File: config.mk
export PLATFORM = sky130hd
export DESIGN_NAME = tc_serial_ctrl
export DESIGN_NICKNAME = d
export VERILOG_FILES = /design/src/rtl/tc_serial_ctrl.sv
export SDC_FILE = /design/constraint.sdc
export NUM_CORES = 1
export LEC_CHECK = 0
export ABC_AREA = 1
export CAP_MARGIN = 5
export CELL_PAD_IN_SITES_DETAIL_PLACEMENT = 1
export CELL_PAD_IN_SITES_GLOBAL_PLACEMENT = 2
export CORE_AREA = 2 2 81 83
export DETAILED_ROUTE_END_ITERATION = 8
export DIE_AREA = 0 0 83 85
export GPL_ROUTABILITY_DRIVEN = 1
export PLACE_DENSITY_LB_ADDON = 0.3
export SKIP_CTS_REPAIR_TIMING = 1
export SKIP_LAST_GASP = 1
export SLEW_MARGIN = 20
export SYNTH_ARGS = -nofsm -noshare
export SYNTH_HDL_FRONTEND = slang
export SYNTH_SLANG_ARGS = --single-unit
File: constraint.sdc
create_clock -name t_clk -period 1.7 [get_ports t_clk]
set_input_delay 0.34 -clock t_clk [delete_from_list [all_inputs] [get_ports t_clk]]
set_output_delay 0.34 -clock t_clk [all_outputs]
set_load 0.05 [all_outputs]
File: src/rtl/tc_serial_ctrl.sv
// rtl/tc_serial_ctrl.sv - sequencing controller for the bit-serial two's-complement unit
//
// Purpose:
//   Takes a parallel W-bit word over a valid/ready handshake, streams it LSB-first
//   into the external bit-serial complementer (pulsing its reset with the LSB),
//   reassembles the returned serial bits and presents the result over a second
//   valid/ready handshake. One word in flight at a time.
//
// Optional build macro: TC_SERIAL_ABS_EN
//   Defined   : absolute value; non-negative inputs are streamed (same timing) but
//               the captured input is returned instead of the unit result.
//   Undefined : every word is negated.
//
// Ports:
//   t_clk      clock, rising edge
//   r          synchronous active-high reset
//   in_valid   input word valid
//   in_ready   controller idle, can accept a word (combinational from state)
//   in_data    W-bit word to process
//   out_valid  result valid (held until out_ready)
//   out_ready  consumer accepts result
//   out_data   W-bit result word
//   out_ovf    input was the most-negative value
//   ser_i      serial bit to unit, LSB first
//   ser_r      reset / first-bit marker to unit
//   ser_y      serial result bit from unit (Y_LAT cycles behind ser_i)
//   busy       high while shifting or draining
module tc_serial_ctrl #(
   parameter int W     = 8,
   parameter int Y_LAT = 0
) (
   input  logic         t_clk,
   input  logic         r,
   input  logic         in_valid,
   output logic         in_ready,
   input  logic [W-1:0] in_data,
   output logic         out_valid,
   input  logic         out_ready,
   output logic [W-1:0] out_data,
   output logic         out_ovf,
   output logic         ser_i,
   output logic         ser_r,
   input  logic         ser_y,
   output logic         busy
);

   localparam int KW = $clog2(W);
   localparam int DW = (Y_LAT > 0) ? $clog2(Y_LAT + 1) : 1;

   typedef enum logic [1:0] {
      S_IDLE  = 2'd0,
      S_SHIFT = 2'd1,
      S_DRAIN = 2'd2,
      S_DONE  = 2'd3
   } state_t;

   state_t        r_state;
   logic [W-1:0]  r_sreg;   // remaining input bits; bit 0 is the next bit to send
   logic [W-1:0]  r_res;    // result assembled MSB-in, so first sample lands in bit 0
   logic [KW-1:0] r_k;      // bit index being driven on ser_i
   logic [KW-1:0] r_j;      // bit index being sampled from ser_y
   logic [DW-1:0] r_dly;    // cycles left before ser_y carries bit 0
   logic          r_ovf;
`ifdef TC_SERIAL_ABS_EN
   logic [W-1:0]  r_orig;
`endif

   logic          w_busy;
   logic          w_samp;
   logic          w_last;
   logic [W-1:0]  w_res_next;
   logic [W-1:0]  w_result;

   assign w_busy     = (r_state == S_SHIFT) || (r_state == S_DRAIN);
   // Sampling lags driving by Y_LAT cycles and may run on into DRAIN
   assign w_samp     = w_busy && (r_dly == '0);
   assign w_last     = w_samp && (r_j == KW'(W - 1));
   assign w_res_next = {ser_y, r_res[W-1:1]};

`ifdef TC_SERIAL_ABS_EN
   assign w_result = r_orig[W-1] ? w_res_next : r_orig;
`else
   assign w_result = w_res_next;
`endif

   assign in_ready = (r_state == S_IDLE);
   assign busy     = w_busy;

   always_ff @(posedge t_clk) begin
      if (r) begin
         r_state   <= S_IDLE;
         out_valid <= 1'b0;
         out_data  <= '0;
         out_ovf   <= 1'b0;
         ser_i     <= 1'b0;
         ser_r     <= 1'b1;
         r_sreg    <= '0;
         r_res     <= '0;
         r_k       <= '0;
         r_j       <= '0;
         r_dly     <= '0;
         r_ovf     <= 1'b0;
`ifdef TC_SERIAL_ABS_EN
         r_orig    <= '0;
`endif
      end else begin
         if (w_samp) begin
            r_res <= w_res_next;
            r_j   <= r_j + KW'(1);
         end
         if (w_busy && (r_dly != '0)) begin
            r_dly <= r_dly - DW'(1);
         end

         case (r_state)
            S_IDLE: begin
               if (in_valid) begin
                  // ser_i is registered, so bit 0 goes out right away and the
                  // shift register holds the bits still to come
                  r_sreg  <= in_data >> 1;
                  ser_i   <= in_data[0];
                  ser_r   <= 1'b1;
                  r_ovf   <= (in_data == {1'b1, {(W-1){1'b0}}});
                  r_k     <= '0;
                  r_j     <= '0;
                  r_dly   <= DW'(Y_LAT);
                  r_state <= S_SHIFT;
`ifdef TC_SERIAL_ABS_EN
                  r_orig  <= in_data;
`endif
               end
            end
            S_SHIFT: begin
               r_sreg <= r_sreg >> 1;
               ser_i  <= r_sreg[0];
               ser_r  <= 1'b0;
               r_k    <= r_k + KW'(1);
               if (r_k == KW'(W - 1)) begin
                  ser_i   <= 1'b0;
                  r_state <= S_DRAIN;   // overridden below when no drain is needed
               end
            end
            S_DRAIN: begin
               ser_i <= 1'b0;
               ser_r <= 1'b0;
            end
            S_DONE: begin
               if (out_ready) begin
                  out_valid <= 1'b0;
                  r_state   <= S_IDLE;
               end
            end
            default: r_state <= S_IDLE;
         endcase

         // Final sample completes the word whether it falls in SHIFT or DRAIN
         if (w_last) begin
            out_data  <= w_result;
            out_ovf   <= r_ovf;
            out_valid <= 1'b1;
            ser_i     <= 1'b0;
            ser_r     <= 1'b1;
            r_state   <= S_DONE;
         end
      end
   end

endmodule

==> impl_metrics.toml <==
[run_status]
status = "finished, final reports clean"

[finish]
nNetsFinal = 254
n_antenna_cell = 0
regArea_um2 = 722
final_util_pct = 32.5
final.fill_count = 750
multi_input_area_um2 = 692
syn_to_final_growth_pct = 34.4
drive_above_1_share_pct = 17.0
stdcell_area_um2 = 2010
stdcell_count = 312

[route]
drtPass1Iterations = 4
m1WireLength_um = 1980
viasPerCell = 4.32
drc = 0
via_count = 1349
routed_wl_um = 3860
routedWlPerCell_um = 12.4
wl_met2_um = 1750
drtAntennaViolNets = 0
drt_first_iter_violations = 34
met3WireLength_um = 96
highest_layer = "met4"

[timing]
max_freq_mhz = 652
setup_slack_ns = 0.166
hold_ws_ns = 0.456
setup_tns_ns = 0
rsz0062_at_grt = "no"
slew_headroom_pct = 80.2
hold_violations = 0
worst_slew_pin_slew_ns = 0.294
final.min_clock_period_ns = 1.53
finalSetupViolCount = 0
finalCritPeriodShare_pct = 90.2
slew_viol_final = 0
finalClockSkew_ns = 0.00533

[synthesis]
synth_top_area_share_pct = 48.1
synthesis.area_um2 = 1500
synth_flop_cell = "dfxtp_1"
syn_inst = 197
synth_area_per_cell_um2 = 7.61
synth_cell_type_count = 24
yosysMostFrequentCell = "nand2_1"
synthTopCellsByArea = "dfxtp_1 (48%), nand2_1 (14%), a21oi_1 (6.0%)"
ys_ff_latch = 36
synthArstFlopShare_pct = 0
yosysSeqAreaShare_pct = 48.1
synth_common_cells = "nand2_1 (54), dfxtp_1 (36), nor2_1 (23)"
yosys_warnings = 0
syn_nets = 217
yosys.area.top_type = "dfxtp_1"
synth_edf_count = 0

[pwr]
power_density_nw_per_um2 = 1500
intPower_mw = 1.91
swShare_pct = 36.8
p_comb_share_pct = 38.2
seq_power_share_pct = 37.2
power_mw = 3.02
p_leak_nw = 0.858
p_sw_mw = 1.11
clock_power_share_pct = 24.5
irDropWorstVdd_mv = 0.657

[cts]
clk_latency_ns = 0.29
cts_tree = "yes"
cts_buffer_depth = 2
cts.htree.levels = 2
path_clk_slew_ns = 0.07
cts-root-buf = "clkbuf_8"
cts_buffers = 5
clkSinkCount = 36

[floorplanning]
coreArea_um2 = 6200
start_util_pct = 24.2
io_pins = 27
dieArea_um2 = 7060
die_h_um = 85
die-width_um = 83
rows = 29

[global_route]
grt_pass1_wl_um = 6890
overflow = 0
antenna_found_initial = 0
grtUsageTotal_pct = 12.1
grt_max_degree = 13
grt_pass1_vias = 1407

[critical_path]
crit_path_start_kind = "flip-flop"
critPathKind = "flip-flop to primary output"
path_max_fanout = 3
end_kind = "primary output"
crit_arrival_ns = 1.19
required_ns = 1.36

[placed_design]
post-place-ws_ns = 0.0397
dpl.hpwl_um = 2950
placed_cells = 304
portBuffers = 26
gp_congestion = 0.734
dpl_cell_area_um2 = 1890

[run]
drv_cap = 0

[worst_hold_path]
hold_class = "flip-flop to flip-flop"
layer usage:
metal / vias to the layer above / global-route usage, %
met1: 614 / 16.1
met2: 14 / 19.2
li1: 715 / -
met5: - / 0
met3: 6 / 3.02
met4: 0 / 4.47
path summary, 6_finish.rpt:
path	startpoint	to	slack, ns	depth (start not counted)
worst max register to register	r_state[1]	ser_i	0.17	9
worst max-delay path	r_state[1]	busy	0.17	3
worst min register to register	out_data[7]	out_data[7]	0.46	2
worst min-delay path	out_data[7]	out_data[7]	0.46	2
kinds of logic (layout without fill, tap and decap cells):
kind of cell,count (synthesis),count (layout),share of synthesized area (%)
and+or+nand+nor,88,88,23.2
buffers and inverters,23,61,6.59
adders and majority gates,7,7,5.84
DFF,36,36,48.1
xor gates and xnor gates,1,1,0.584
AOI/OAI and AO/OA,42,42,15.7
registers in the layout, indices dropped and copies added (netlist names):
signal,flops
r_dly,1
out_valid,1
r_state,2
ser_r,1
ser_i,1
r_sreg,7
out_data,8
r_ovf,1
out_ovf,1
r_res,7
r_k,3
r_j,3
power by group through the flow:
| stage | Sequential (mW) | Clock, mW | Combinational, mW |
|---|---|---|---|
| finish | 1.12 | 0.740 | 1.15 |
| global route | 1.15 | 0.818 | 1.30 |
| global placement | 1.14 | 0 | 1.15 |
| floorplan | 1.17 | 0 | 0.707 |
| detailed placement | 1.14 | 0 | 1.15 |
| CTS | 1.13 | 0.774 | 1.16 |
cell type report:
class                           count  share of cell area (%)
Timing Repair Buffer               37                    16.5
Inverter                           16                    3.17
Clock buffer                        6                    3.60
Tap cell                           77                    4.78
Clock inverter                      2                    1.74
Multi-Input combinational cell    138                    34.3
Sequential cell                    36                    35.8
cells in the final DEF (no fill, tap or decap):
cell and count:
o21ai_1 3, nor4_1 1, o21ai_4 1, a211oi_1 1, buf_4 23, nand2_2 1, inv_2 2, a22oi_1 1
dfxtp_1 35, nand2_1 53, o21ai_0 11, clkbuf_1 1, clkbuf_8 5, buf_12 2, nor3_1 1, a31oi_1 6
clkinv_2 1, a21oi_1 18, nor2_1 22, dfxtp_2 1, ha_1 6, xnor2_1 1, o22ai_1 1, clkdlybuf4s50_1 12
nand3_1 8, ha_2 1, nor3b_1 1, nor2_4 1, clkinvlp_4 1, inv_1 13, bufinv_16 1
worst max-delay path, cell delays in order, from the launching register on:
cell and delay, ns:
dfxtp_1 0.33, inv_1 0.08, ha_2 0.36, buf_12 0.14
Note: power is estimated with default switching activity, not from simulation.
